--- src/rtl/matrix_pkg.sv ---
// Shared definitions for the LED-matrix column scanner.
// Holds the source-select mode encodings, the scan FSM state enum and a
// width helper used to size column and counter registers.
package matrix_pkg;

   // Source-select encodings on the mode input
   typedef enum logic [1:0] {
      MODE_OFF = 2'b00,
      MODE_A   = 2'b01,
      MODE_B   = 2'b10,
      MODE_ALT = 2'b11
   } mode_e;

   // Scan FSM: one START cycle per frame, then BLANK/DRIVE per column
   typedef enum logic [1:0] {
      START = 2'd0,
      BLANK = 2'd1,
      DRIVE = 2'd2
   } state_e;

   // $clog2 that never returns 0, so a one-value register still has a bit
   function automatic int clog2_min1(input int n);
      return (n <= 2) ? 1 : $clog2(n);
   endfunction

endpackage

--- src/rtl/matrix_dwell_timer.sv ---
// Loadable down-counter that paces the BLANK and DRIVE phases.
// Ports:
//   clk      in  1  rising-edge clock
//   rst_n    in  1  synchronous active-low reset
//   load     in  1  load load_val this edge (takes priority over counting)
//   load_val in  W  value loaded; the phase lasts load_val+1 cycles
//   done     out 1  count has reached zero (terminal count)
module matrix_dwell_timer #(
   parameter int W = 1
) (
   input  logic         clk,
   input  logic         rst_n,
   input  logic         load,
   input  logic [W-1:0] load_val,
   output logic         done
);

   logic [W-1:0] count_q, count_d;

   // Next count: a load wins; otherwise step down and park at zero so the
   // counter can never wrap past its terminal value.
   always_comb begin
      count_d = count_q;
      if (load) begin
         count_d = load_val;
      end else if (count_q != '0) begin
         count_d = count_q - W'(1);
      end
   end

   // Count register
   always_ff @(posedge clk) begin
      if (!rst_n) begin
         count_q <= '0;
      end else begin
         count_q <= count_d;
      end
   end

   assign done = (count_q == '0);

endmodule

--- src/rtl/matrix_scan_ctrl.sv ---
// Column-multiplexed LED-matrix scanner.
// Each frame starts with one START cycle that snapshots the selected source
// into a shadow frame, then every column gets BLANK_CYCLES dark cycles
// followed by DWELL_CYCLES driven cycles. All outputs are registered.
// Ports:
//   clk         in   1               rising-edge clock
//   rst_n       in   1               synchronous active-low reset
//   en          in   1               scan enable; low restarts the scan dark
//   mode        in   2               00 off, 01 A, 10 B, 11 alternate A/B
//   frame_a     in   N_COLS*N_ROWS   source A, column c at [c*N_ROWS +: N_ROWS]
//   frame_b     in   N_COLS*N_ROWS   source B, same packing
//   columns     out  N_COLS          one-hot column select (polarity applied)
//   lines       out  N_ROWS          row pattern of driven column (polarity applied)
//   col_idx     out  CW              column currently being scanned
//   frame_start out  1               pulse on the first cycle of each frame
module matrix_scan_ctrl
   import matrix_pkg::*;
#(
   parameter int N_COLS         = 5,
   parameter int N_ROWS         = 7,
   parameter int DWELL_CYCLES   = 1,
   parameter int BLANK_CYCLES   = 0,
   parameter int BLINK_FRAMES   = 1,
   parameter bit COL_ACTIVE_LOW = 1'b0,
   parameter bit ROW_ACTIVE_LOW = 1'b0
) (
   input  logic                            clk,
   input  logic                            rst_n,
   input  logic                            en,
   input  logic [1:0]                      mode,
   input  logic [N_COLS*N_ROWS-1:0]        frame_a,
   input  logic [N_COLS*N_ROWS-1:0]        frame_b,
   output logic [N_COLS-1:0]               columns,
   output logic [N_ROWS-1:0]               lines,
   output logic [clog2_min1(N_COLS)-1:0]   col_idx,
   output logic                            frame_start
);

   localparam int CW     = clog2_min1(N_COLS);
   localparam int MAXT   = (DWELL_CYCLES > BLANK_CYCLES) ? DWELL_CYCLES : BLANK_CYCLES;
   localparam int TW     = clog2_min1(MAXT + 1);
   localparam int AW     = clog2_min1(BLINK_FRAMES);
   localparam int FW     = N_COLS * N_ROWS;

   localparam logic [TW-1:0]     DWELL_LOAD = TW'(DWELL_CYCLES - 1);
   localparam logic [TW-1:0]     BLANK_LOAD = TW'((BLANK_CYCLES > 0) ? BLANK_CYCLES - 1 : 0);
   localparam logic [AW-1:0]     ALT_LAST   = AW'(BLINK_FRAMES - 1);
   localparam logic [CW-1:0]     COL_LAST   = CW'(N_COLS - 1);
   localparam logic [N_COLS-1:0] COL_MASK   = {N_COLS{COL_ACTIVE_LOW}};
   localparam logic [N_ROWS-1:0] ROW_MASK   = {N_ROWS{ROW_ACTIVE_LOW}};

   state_e              state_q, state_d;
   logic [CW-1:0]       col_q, col_d;
   logic [FW-1:0]       shadow_q, shadow_d;
   mode_e               mode_q, mode_d;
   logic [AW-1:0]       alt_cnt_q, alt_cnt_d;
   logic                alt_b_q, alt_b_d;
   logic [N_COLS-1:0]   columns_q, columns_d;
   logic [N_ROWS-1:0]   lines_q, lines_d;
   logic [CW-1:0]       col_idx_q, col_idx_d;
   logic                frame_start_q, frame_start_d;
   logic [N_COLS-1:0]   columns_raw;
   logic [N_ROWS-1:0]   lines_raw;
   logic                timer_load;
   logic [TW-1:0]       timer_val;
   logic                timer_done;

   matrix_dwell_timer #(
      .W(TW)
   ) u_timer (
      .clk      (clk),
      .rst_n    (rst_n),
      .load     (timer_load),
      .load_val (timer_val),
      .done     (timer_done)
   );

   // Next-state and output logic. state_q names the phase executed at the
   // coming edge; the outputs registered at that edge show that phase.
   // After a column's last DRIVE cycle the next column's BLANK (or DRIVE when
   // blanking is disabled) is entered with a fresh timer load, and the last
   // column wraps straight back into START with no gap cycle.
   always_comb begin
      state_d       = state_q;
      col_d         = col_q;
      shadow_d      = shadow_q;
      mode_d        = mode_q;
      alt_cnt_d     = alt_cnt_q;
      alt_b_d       = alt_b_q;
      col_idx_d     = col_q;
      frame_start_d = 1'b0;
      columns_raw   = '0;
      lines_raw     = '0;
      timer_load    = 1'b0;
      timer_val     = DWELL_LOAD;

      if (!en) begin
         state_d    = START;
         col_d      = '0;
         col_idx_d  = '0;
         timer_load = 1'b1;
      end else begin
         unique case (state_q)
            START: begin
               frame_start_d = 1'b1;
               col_idx_d     = '0;
               mode_d        = mode_e'(mode);
               // Snapshot the frame now so later source changes cannot tear it
               unique case (mode_e'(mode))
                  MODE_A:   shadow_d = frame_a;
                  MODE_B:   shadow_d = frame_b;
                  MODE_ALT: shadow_d = alt_b_q ? frame_b : frame_a;
                  default:  shadow_d = '0;
               endcase
               // Alternation advances once per ALT frame and restarts on A
               // as soon as a non-ALT frame is latched
               if (mode_e'(mode) == MODE_ALT) begin
                  if (alt_cnt_q == ALT_LAST) begin
                     alt_cnt_d = '0;
                     alt_b_d   = ~alt_b_q;
                  end else begin
                     alt_cnt_d = alt_cnt_q + AW'(1);
                  end
               end else begin
                  alt_cnt_d = '0;
                  alt_b_d   = 1'b0;
               end
               timer_load = 1'b1;
               if (BLANK_CYCLES > 0) begin
                  state_d   = BLANK;
                  timer_val = BLANK_LOAD;
               end else begin
                  state_d   = DRIVE;
               end
            end
            BLANK: begin
               if (timer_done) begin
                  state_d    = DRIVE;
                  timer_load = 1'b1;
               end
            end
            DRIVE: begin
               if (mode_q != MODE_OFF) begin
                  columns_raw = N_COLS'(1) << col_q;
                  lines_raw   = shadow_q[int'(col_q)*N_ROWS +: N_ROWS];
               end
               if (timer_done) begin
                  timer_load = 1'b1;
                  if (col_q == COL_LAST) begin
                     col_d   = '0;
                     state_d = START;
                  end else begin
                     col_d = col_q + CW'(1);
                     if (BLANK_CYCLES > 0) begin
                        state_d   = BLANK;
                        timer_val = BLANK_LOAD;
                     end else begin
                        state_d   = DRIVE;
                     end
                  end
               end
            end
            default: begin
               state_d = START;
               col_d   = '0;
            end
         endcase
      end

      columns_d = columns_raw ^ COL_MASK;
      lines_d   = lines_raw ^ ROW_MASK;
   end

   // State, shadow frame and output registers; reset leaves everything dark
   // and waiting to run START on the first enabled edge.
   always_ff @(posedge clk) begin
      if (!rst_n) begin
         state_q       <= START;
         col_q         <= '0;
         shadow_q      <= '0;
         mode_q        <= MODE_OFF;
         alt_cnt_q     <= '0;
         alt_b_q       <= 1'b0;
         columns_q     <= COL_MASK;
         lines_q       <= ROW_MASK;
         col_idx_q     <= '0;
         frame_start_q <= 1'b0;
      end else begin
         state_q       <= state_d;
         col_q         <= col_d;
         shadow_q      <= shadow_d;
         mode_q        <= mode_d;
         alt_cnt_q     <= alt_cnt_d;
         alt_b_q       <= alt_b_d;
         columns_q     <= columns_d;
         lines_q       <= lines_d;
         col_idx_q     <= col_idx_d;
         frame_start_q <= frame_start_d;
      end
   end

   assign columns     = columns_q;
   assign lines       = lines_q;
   assign col_idx     = col_idx_q;
   assign frame_start = frame_start_q;

endmodule

--- config.mk ---
export PLATFORM = sky130hd
export DESIGN_NAME = matrix_scan_ctrl
export DESIGN_NICKNAME = d
export VERILOG_FILES = /design/src/rtl/matrix_pkg.sv /design/src/rtl/matrix_dwell_timer.sv /design/src/rtl/matrix_scan_ctrl.sv
export SDC_FILE = /design/constraint.sdc
export NUM_CORES = 1
export LEC_CHECK = 0
export BUFFER_PORTS_ARGS = -buffer_cell sky130_fd_sc_hd__buf_2
export CORE_MARGIN = 2
export CORE_UTILIZATION = 30
export CTS_BUF_LIST = sky130_fd_sc_hd__clkbuf_2
export CTS_CLUSTER_SIZE = 40
export DETAILED_ROUTE_END_ITERATION = 8
export MAX_ROUTING_LAYER = met4
export SYNTH_ARGS = -nofsm -noshare
export SYNTH_HDL_FRONTEND = slang
export SYNTH_SLANG_ARGS = --single-unit
--- constraint.sdc ---
create_clock -name clk -period 3.9 [get_ports clk]
set_input_delay 0.195 -clock clk [delete_from_list [all_inputs] [get_ports clk]]
set_output_delay 0.195 -clock clk [all_outputs]
set_load 0.05 [all_outputs]
### Word-level counts from Yosys, hierarchy flattened

Cells that the tools add are included.
W data, S select, Z words.

| operators by class | value |
|---|---|
| bitwise gates (word level) | 5 |
| $mul | 1 |
| equal/unequal tests | 9 |
| reductions and logical operators | 12 |
| muxes and demuxes | 17 |
| add/sub/neg operators | 3 |
| shift-type cells | 2 |

Operator list:

| cell | number |
|---|---|
| $pmux W35 S3 | 1 |
| $mux W35 | 1 |
| $shiftx A35 B7 Y7 | 1 |
| $reduce_and A2 Y1 | 4 |
| $mux W1 | 7 |
| $eq A2 B2 Y1 const B | 3 |
| $mul A3 B3 Y6 const B | 1 |
| $mux W2 | 3 |
| $mux W3 | 2 |
| $ne A2 B2 Y1 const B | 3 |
| $pmux W2 S3 | 1 |
| $pmux W3 S2 | 1 |
| $reduce_or A3 Y1 | 2 |
| $not A1 Y1 | 5 |
| $shl A1 B3 Y5 const A | 1 |
| $eq A2 B1 Y1 const B | 2 |
| $reduce_and A4 Y1 | 1 |
| $reduce_or A2 Y1 | 2 |
| $add A3 B1 Y3 const B | 1 |
| $eq A3 B3 Y1 const B | 1 |
| $reduce_and A3 Y1 | 1 |
| $logic_not A2 Y1 | 1 |
| $pmux W1 S2 | 1 |
| $reduce_bool A2 Y1 | 1 |
| 2 further kinds | 2 |

| word-level totals | value |
|---|---|
| logic and storage cells | 60 |
| input bits | 75 |
| output and inout port bits | 16 |
| register bits after elaboration | 61 |

### Logic depth before layout (Yosys ltp)

Gate-level depths: netlist of run 1.

| logic depth | value |
|---|---|
| depth after elaboration | 5 |
| depth in mapped cells | 6 |
| depth with buffers taken out | 5 |

### Hierarchy

Synthesis of run 1 repeated with hierarchy kept, for this count alone.

| second synthesis, totals | value |
|---|---|
| cells, all modules | 243 |
| area, all modules | 2723.9 um^2 |

Modules (own cells, without submodules):

| module | area an instance (um^2) | seq. area each (um^2) | times used | cells an instance |
|---|---|---|---|---|
| matrix_scan_ctrl | 2693.8 | 1161.1 | 1 | 240 |
| matrix_dwell_timer | 30.0 | 20.0 | 1 | 3 |

### Worst setup path after synthesis of run 1

No wires, ideal clock.

| timing | value |
|---|---|
| path kind | reg2reg |
| start | register col_q[2] |
| end | register lines_q[6] (netlist: lines[6]) |
| stages on the path, launching flop included | 5 |
| buffers on the path | 1 |
| data required time | 3.776 ns |
| clock period less this slack | 1.217 ns |
| data arrival time | 1.093 ns |
| path slack | 2.683 ns |
| library setup time | 0.124 ns |
| cells stage by stage | dfxtp_1 -> buf_6 -> mux2_1 -> a222oi_1 -> nor2_1 |

| on the way | value |
|---|---|
| longest elaborated chain between the ends | 2 |

RTL lines:

| element | RTL line | source |
|---|---|---|
| start: declaration | matrix_scan_ctrl.sv:53 | `logic [CW-1:0] col_q, col_d;` |
| start signal: assignment | matrix_scan_ctrl.sv:190 | `col_q <= col_d;` |
| $mul A3 B3 Y6 | matrix_scan_ctrl.sv:145 | `lines_raw = shadow_q[int'(col_q)*N_ROWS +: N_ROWS];` |
| $shiftx A35 B7 Y7 | matrix_scan_ctrl.sv:145 |  |
| end signal: assignment | matrix_scan_ctrl.sv:196 | `lines_q <= lines_d;` |
| end: declaration | matrix_scan_ctrl.sv:59 | `logic [N_ROWS-1:0] lines_q, lines_d;` |

No other way between the ends.
A chain may end at the register's enable or synchronous reset.

### Worst setup path in the final report of run 1

| timing | value |
|---|---|
| start | register alt_b_q |
| end | register shadow_q[14] |

| on the way | value |
|---|---|
| longest elaborated chain between the ends | 2 |

RTL lines:

| element | RTL line | source |
|---|---|---|
| start: declaration | matrix_scan_ctrl.sv:57 | `logic alt_b_q, alt_b_d;` |
| start signal: assignment | matrix_scan_ctrl.sv:194 | `alt_b_q <= alt_b_d;` |
| $mux W35 | matrix_scan_ctrl.sv:112 | `MODE_ALT: shadow_d = alt_b_q ? frame_b : frame_a;` |
| $pmux W35 S3 | matrix_scan_ctrl.sv:109 | `unique case (mode_e'(mode))` |
| end signal: assignment | matrix_scan_ctrl.sv:191 | `shadow_q <= shadow_d;` |
| end: declaration | matrix_scan_ctrl.sv:54 | `logic [FW-1:0] shadow_q, shadow_d;` |

No other way between the ends.

==> results of run 1 <==
## power by group through the flow
stage | logic (mW) | clock network [mW] | registers, mW
finish | 0.162 | 0.349 | 0.635
global route | 0.177 | 0.389 | 0.638
CTS | 0.162 | 0.363 | 0.635
detailed placement | 0.139 | 0 | 0.648
global placement | 0.137 | 0 | 0.648
floorplan | 0.0843 | 0 | 0.648
## how the worst max path moves through the flow
stage,slack (ns),to,depth (start not counted),startpoint
after global placement,2.09,shadow_q[10]$_SDFFE_PN0P_,4,mode[1]
after floorplan,2.68,lines[6]$_SDFF_PP0_,4,col_q[2]$_SDFFE_PP0P_
after global routing,1.73,shadow_q[21]$_SDFFE_PN0P_,4,alt_b_q$_SDFFE_PN0P_
final,1.86,shadow_q[14]$_SDFFE_PN0P_,4,alt_b_q$_SDFFE_PN0P_
after CTS,1.94,shadow_q[21]$_SDFFE_PN0P_,4,alt_b_q$_SDFFE_PN0P_
after detailed placement,2.07,shadow_q[12]$_SDFFE_PN0P_,4,mode[1]
## flip-flops by register name, indices dropped and copies added, names as in the netlist
| name | count |
|---|---|
| alt_b_q | 1 |
| col_idx | 3 |
| col_q | 3 |
| columns | 5 |
| frame_start | 1 |
| lines | 7 |
| mode_q | 2 |
| shadow_q | 35 |
| state_q | 1 |
| u_timer.count_q | 1 |
## worst reg2reg max path, stage by stage (launching register included)
cell and delay [ns]:
dfxtp_1 0.38, a21boi_4 0.73, a32oi_1 0.14, dlygate4sd3_1 0.62, o2bb2ai_1 0.13
## stage by stage
stage / instance area (um2) / setup slack, ns / hold WS, ns / instances / power, mW
3_3_place_gp: 3000 / 2.09 / 0.441 / 406 / 0.785
3_5_place_dp: 3000 / 2.07 / 0.442 / 406 / 0.786
4_1_cts: 3380 / 1.94 / 0.000957 / 449 / 1.16
6_report: 3380 / 1.86 / 0.0322 / 449 / 1.15
2_1_floorplan: 2560 / 2.68 / 0.317 / 231 / 0.732
5_1_grt: 3380 / 1.73 / 0.00178 / 449 / 1.20
## layout make-up
cell class / count / share of cell area [%]
Tap cell: 105 / 3.88
Sequential cell: 59 / 34.9
Clock inverter: 4 / 1.26
Clock buffer: 11 / 1.63
Timing Repair Buffer: 121 / 22.3
Inverter: 2 / 0.222
Multi-Input combinational cell: 147 / 35.8
## cell families (layout without fill, tap and decap cells)
| logic type | Yosys count | in the layout | synth area share [%] |
|---|---|---|---|
| other | 1 | 1 | 0.147 |
| buffers and inverters | 25 | 138 | 6.60 |
| and+or+nand+nor | 37 | 37 | 8.95 |
| muxes | 17 | 17 | 7.48 |
| AOI/OAI and AO/OA | 90 | 90 | 29.7 |
| adders and majority gates | 2 | 2 | 0.978 |
| DFF | 59 | 59 | 46.2 |
## what timing repair did
action,4_1_cts,5_1_grt
endpoints found under the hold margin,24,0
hold buffers,28,0
gates resized for setup,0,0
## placed cells by master (no fill, tap or decap), types with 2 or more instances in the layout
cell type      count
and3_1             3
nand2_1            9
nor2_1             7
nor2b_1            3
nor4_2             2
nand2b_1           3
a21oi_1            8
mux2_1             5
o2bb2ai_1         35
mux2_2             8
mux2i_1            3
buf_4              3
dfxtp_1           59
clkinv_1           2
and2_1             2
dlygate4sd3_1     28
a32oi_1           35
buf_2             90
nor2b_2            3
clkbuf_2          11
inv_1              2
ha_1               2
a22oi_1            6
## metal layers
metal  track usage, %  vias to the layer above
met2             22.7                       80
met1             21.3                     1048
met5                -                        -
met4             5.40                        0
met3             3.52                        2
li1                 -                     1140
==> results_dict.tcl, run 1 <==
set metrics [dict create \
    outcome "finished, final reports clean" \
    yosysWarningCount 0 \
    antenna_found_initial 0 \
    hold_path_class "in -> reg" \
    syn_nets 308 \
    cts_sinks 59 \
    ys_types 34 \
    cp_cell_sequence "a21boi_4 -> a32oi_1 -> dlygate4sd3_1 -> o2bb2ai_1" \
    drc 0 \
    maxCapViolCount 0 \
    crit_family "compound AO/OA/AOI/OAI gates" \
    start_util_pct 31.0 \
    core-area_um2 8260 \
    crit_slowest_cell "a21boi_4" \
    ys_ff_latch 59 \
    hpwl_mm 4.63 \
    rsz0062_at_grt "no" \
    clock_power_share_pct 30.5 \
    drt_iter0_drc 128 \
    avgSynthCellArea_um2 11.1 \
    synth_edf_count 0 \
    drt-pass1-iter-count 5 \
    ys.flop_type "dfxtp_1" \
    htreeDepth 3 \
    hold_start "frame_a[32]" \
    routabilityCongestion 0.711 \
    final_util_pct 41.0 \
    crit_buf_inv 1 \
    synth_common_cells "59 x dfxtp_1, 35 x a32oi_1, 35 x o2bb2ai_1, 11 x buf_4" \
    netlist_area_um2 2560 \
    post_cts_buffers 0 \
    synth_cells 231 \
    grt_max_degree 40 \
    p_int_mw 0.852 \
    fp-row-count 33 \
    synth_top_area_cell "dfxtp_1" \
    arrival_ns 2.44 \
    worstSkewPairLatency_ns 0.46 \
    grt_pass1_wl_mm 10.5 \
    fin_crit_sh_pct 52.3 \
    area_growth_pct 32.2 \
    synth_top_area_share_pct 46.2 \
    yosysSeqAreaShare_pct 46.2 \
    crit_type "reg -> reg" \
    finalHoldViolations 0 \
    drive_gt1_share_pct 35.8 \
    track_usage_pct 15.6 \
    route.top_layer_used "met4" \
    yosysMostFrequentCell "dfxtp_1" \
    cts_buffers 9 \
    rr_startpoint "alt_b_q$_SDFFE_PN0P_" \
    routedWlPerCell_um 15.6 \
    ir_worst_vdd_mv 0.0945 \
    die_y_um 96.4 \
    power_density_nw_per_um2 339 \
    die_width_um 96.4 \
    final-max-slew-violation-count 0 \
    numPortBuffers 90 \
    switching_share_pct 25.7 \
    met3_length_um 396 \
    nets 417 \
    cts-root-buf "clkbuf_2" \
    via_count 2270 \
    fin_crit_ns 2.04 \
    setup_viol 0 \
    cts_buffer_depth 2 \
    gr-total-overflow 0 \
    r2r-end "shadow_q[14]$_SDFFE_PN0P_" \
    cts_tree "built" \
    pwr-share-comb_pct 14.2 \
    wl_met1_mm 3.43 \
    slowest_delay_ns 0.73 \
    async_reset_ff_share_pct 0 \
    holdPathEnd "shadow_q[32]$_SDFFE_PN0P_" \
    routed_wl_mm 7.02 \
    reg2reg_depth 4 \
    cp_data_required_time_ns 4.30 \
    ff_latch_area_um2 1180 \
    hold_path_depth 3 \
    fillCellCount 824 \
    p_switching_mw 0.295 \
    critPathMaxFanout 35 \
    ant_nets 0 \
    n_antenna_cell 0 \
    r2r_setup_slack_ns 1.86 \
    synth_area_leaders "dfxtp_1 46%, a32oi_1 12%, o2bb2ai_1 12%" \
    p_leak_nw 1.35 \
    clk_pin_slew_ns 0.15 \
    worst_slew_pin_slew_ns 1.05 \
    vias_per_cell 5.06 \
    skew_ns 0.0213 \
    dr_wl_met2_mm 3.16 \
    pwr-share-seq_pct 55.4 \
    grt_pass1_vias 2078 \
    multi_input_area_um2 1210 \
    crit_path_start_kind "flip-flop" \
    die_area_um2 9280 \
    slew_headroom_pct 29.5 \
    max_freq_mhz 491 \
    setup_tns_ns 0 \
    io_pins 91 \
    endpoint_kind "flip-flop" \
]
(Power assumes the default switching activity.)
==> run 2, diff against run 1 <==
Clock period 3.9 ns to 1.9 ns, I/O delays scaled along.
==> results_dict.tcl, run 2 (synthesis results as in run 1) <==
set metrics [dict create \
    largest-register "shadow_q" \
    vias_per_cell 4.93 \
    grt_pass1_vias 2393 \
    ant_nets 0 \
    critPathMaxFanout 32 \
    nets 466 \
    die_area_um2 9280 \
    placed_cells_incl_taps 409 \
    largest_reg_flops 35 \
    routedWlPerCell_um 15.1 \
    fin_crit_ns 1.79 \
    core-area_um2 8260 \
    cts_tree "built" \
    track_usage_pct 16.8 \
    clk_pin_slew_ns 0.14 \
    crit_type "reg -> reg" \
    cts_buffer_depth 2 \
    skew_ns 0.0138 \
    routabilityCongestion 0.751 \
    grt_pass1_wl_mm 11.4 \
    p_leak_nw 1.56 \
    endpoint_kind "flip-flop" \
    fin_crit_sh_pct 94.0 \
    r2r_setup_slack_ns 0.11 \
    ff_latch_area_um2 1180 \
    routed_wl_mm 7.51 \
    rr_startpoint "alt_b_q$_SDFFE_PN0P_" \
    numPortBuffers 90 \
    r2r-end "shadow_q[30]$_SDFFE_PN0P_" \
    final_cells 499 \
    cp_data_required_time_ns 2.29 \
    antenna_found_initial 0 \
    hold_path_class "in -> reg" \
    power_mw 2.46 \
    setup_viol 0 \
    drt_iter0_drc 160 \
    fillCellCount 766 \
    area_growth_pct 51.9 \
    ir_worst_vdd_mv 0.221 \
    worst_slew_pin_slew_ns 0.976 \
    die_y_um 96.4 \
    layout_common_cells "90 x buf_2, 74 x dlygate4sd3_1, 59 x dfxtp_1" \
    mostFrequentLayoutCell "buf_2" \
    finalHoldViolations 0 \
    cts_sinks 59 \
    power_density_nw_per_um2 633 \
    cts_buffers 9 \
    holdPathEnd "mode_q[1]$_SDFFE_PN0P_" \
    drive_gt1_share_pct 32.7 \
    hold_start "mode[1]" \
    hpwl_mm 4.49 \
    slew_headroom_pct 34.7 \
    final-max-slew-violation-count 0 \
    fp-row-count 33 \
    rsz0062_at_grt "no" \
    n_antenna_cell 0 \
    io_pins 91 \
    setup_tns_ns 0 \
    place_ws_ns 0.358 \
    hold_path_depth 4 \
    arrival_ns 2.18 \
    die_width_um 96.4 \
    gr-total-overflow 0 \
    cts-root-buf "clkbuf_2" \
    start_util_pct 31.0 \
    outcome "finished, final reports clean" \
    worstSkewPairLatency_ns 0.46 \
    crit_path_start_kind "flip-flop" \
    reg2reg_depth 5 \
    fin_ws_ns 0.113 \
    max_freq_mhz 560 \
    htreeDepth 3 \
    maxCapViolCount 0 \
    via_count 2461 \
    post_cts_buffers 0 \
    drt-pass1-iter-count 5 \
    worst_hold_slack_ns 0.302 \
    grt_max_degree 39 \
    drc 0 \
    multi_input_area_um2 1210 \
]
## run 2: changes by cell type in the layout (fill, tap and decap cells not counted), sizes merged
cell         delta
clkbuf          +2
clkinv          -1
buf             +3
dlygate4sd3    +46
## run 2: cell type report
class	instances	area share (%)
Tap cell	105	3.38
Timing Repair Buffer	170	32.1
Multi-Input combinational cell	147	31.2
Inverter	2	0.193
Sequential cell	59	30.4
Clock inverter	3	0.998
Clock buffer	13	1.67
## run 2: worst max-delay path, stage by stage (launching register included)
cell,delay (ns)
dfxtp_1,0.43
nand2b_2,0.21
buf_12,0.20
a32oi_1,0.12
dlygate4sd3_1,0.60
o2bb2ai_1,0.16
## run 2: through the flow
| step | area [um2] | utilization, % |
|---|---|---|
| floorplan | 2560 | - |
| global route | 3890 | 47.1 |
| CTS | 3880 | 47.0 |
| global placement | 3040 | 36.8 |
| detailed placement | 3040 | 36.8 |
| finish | 3890 | 47.1 |
## run 2: timing repair
action | in CTS | in global routing
endpoints found under the setup margin | 0 | 10
hold buffers | 74 | 0
resized for setup | 0 | 1
endpoints found under the hold margin | 43 | 0
## run 2: how the worst max path moves through the flow
stage / start / endpoint / cells past startpoint
global placement: col_q[1]$_SDFFE_PP0P_ / lines[6]$_SDFF_PP0_ / 3
floorplan: col_q[2]$_SDFFE_PP0P_ / lines[6]$_SDFF_PP0_ / 4
finish: alt_b_q$_SDFFE_PN0P_ / shadow_q[30]$_SDFFE_PN0P_ / 5
detailed placement: col_q[1]$_SDFFE_PP0P_ / lines[6]$_SDFF_PP0_ / 3
global route: alt_b_q$_SDFFE_PN0P_ / shadow_q[33]$_SDFFE_PN0P_ / 5
CTS: alt_b_q$_SDFFE_PN0P_ / shadow_q[3]$_SDFFE_PN0P_ / 5
## run 2: layer usage
metal / vias up / GRT usage, % / wire [um]
li1: 1233 / - / -
met1: 1133 / 20.7 / 3530
met2: 79 / 26.9 / 3510
met3: 16 / 2.66 / 325
met4: 0 / 7.75 / 142
met5: - / - / 0
## run 2: report_power, final
group	internal (mW)	switching, mW
combinational	0.249	0.178
clock	0.321	0.407
sequential	1.28	0.0248
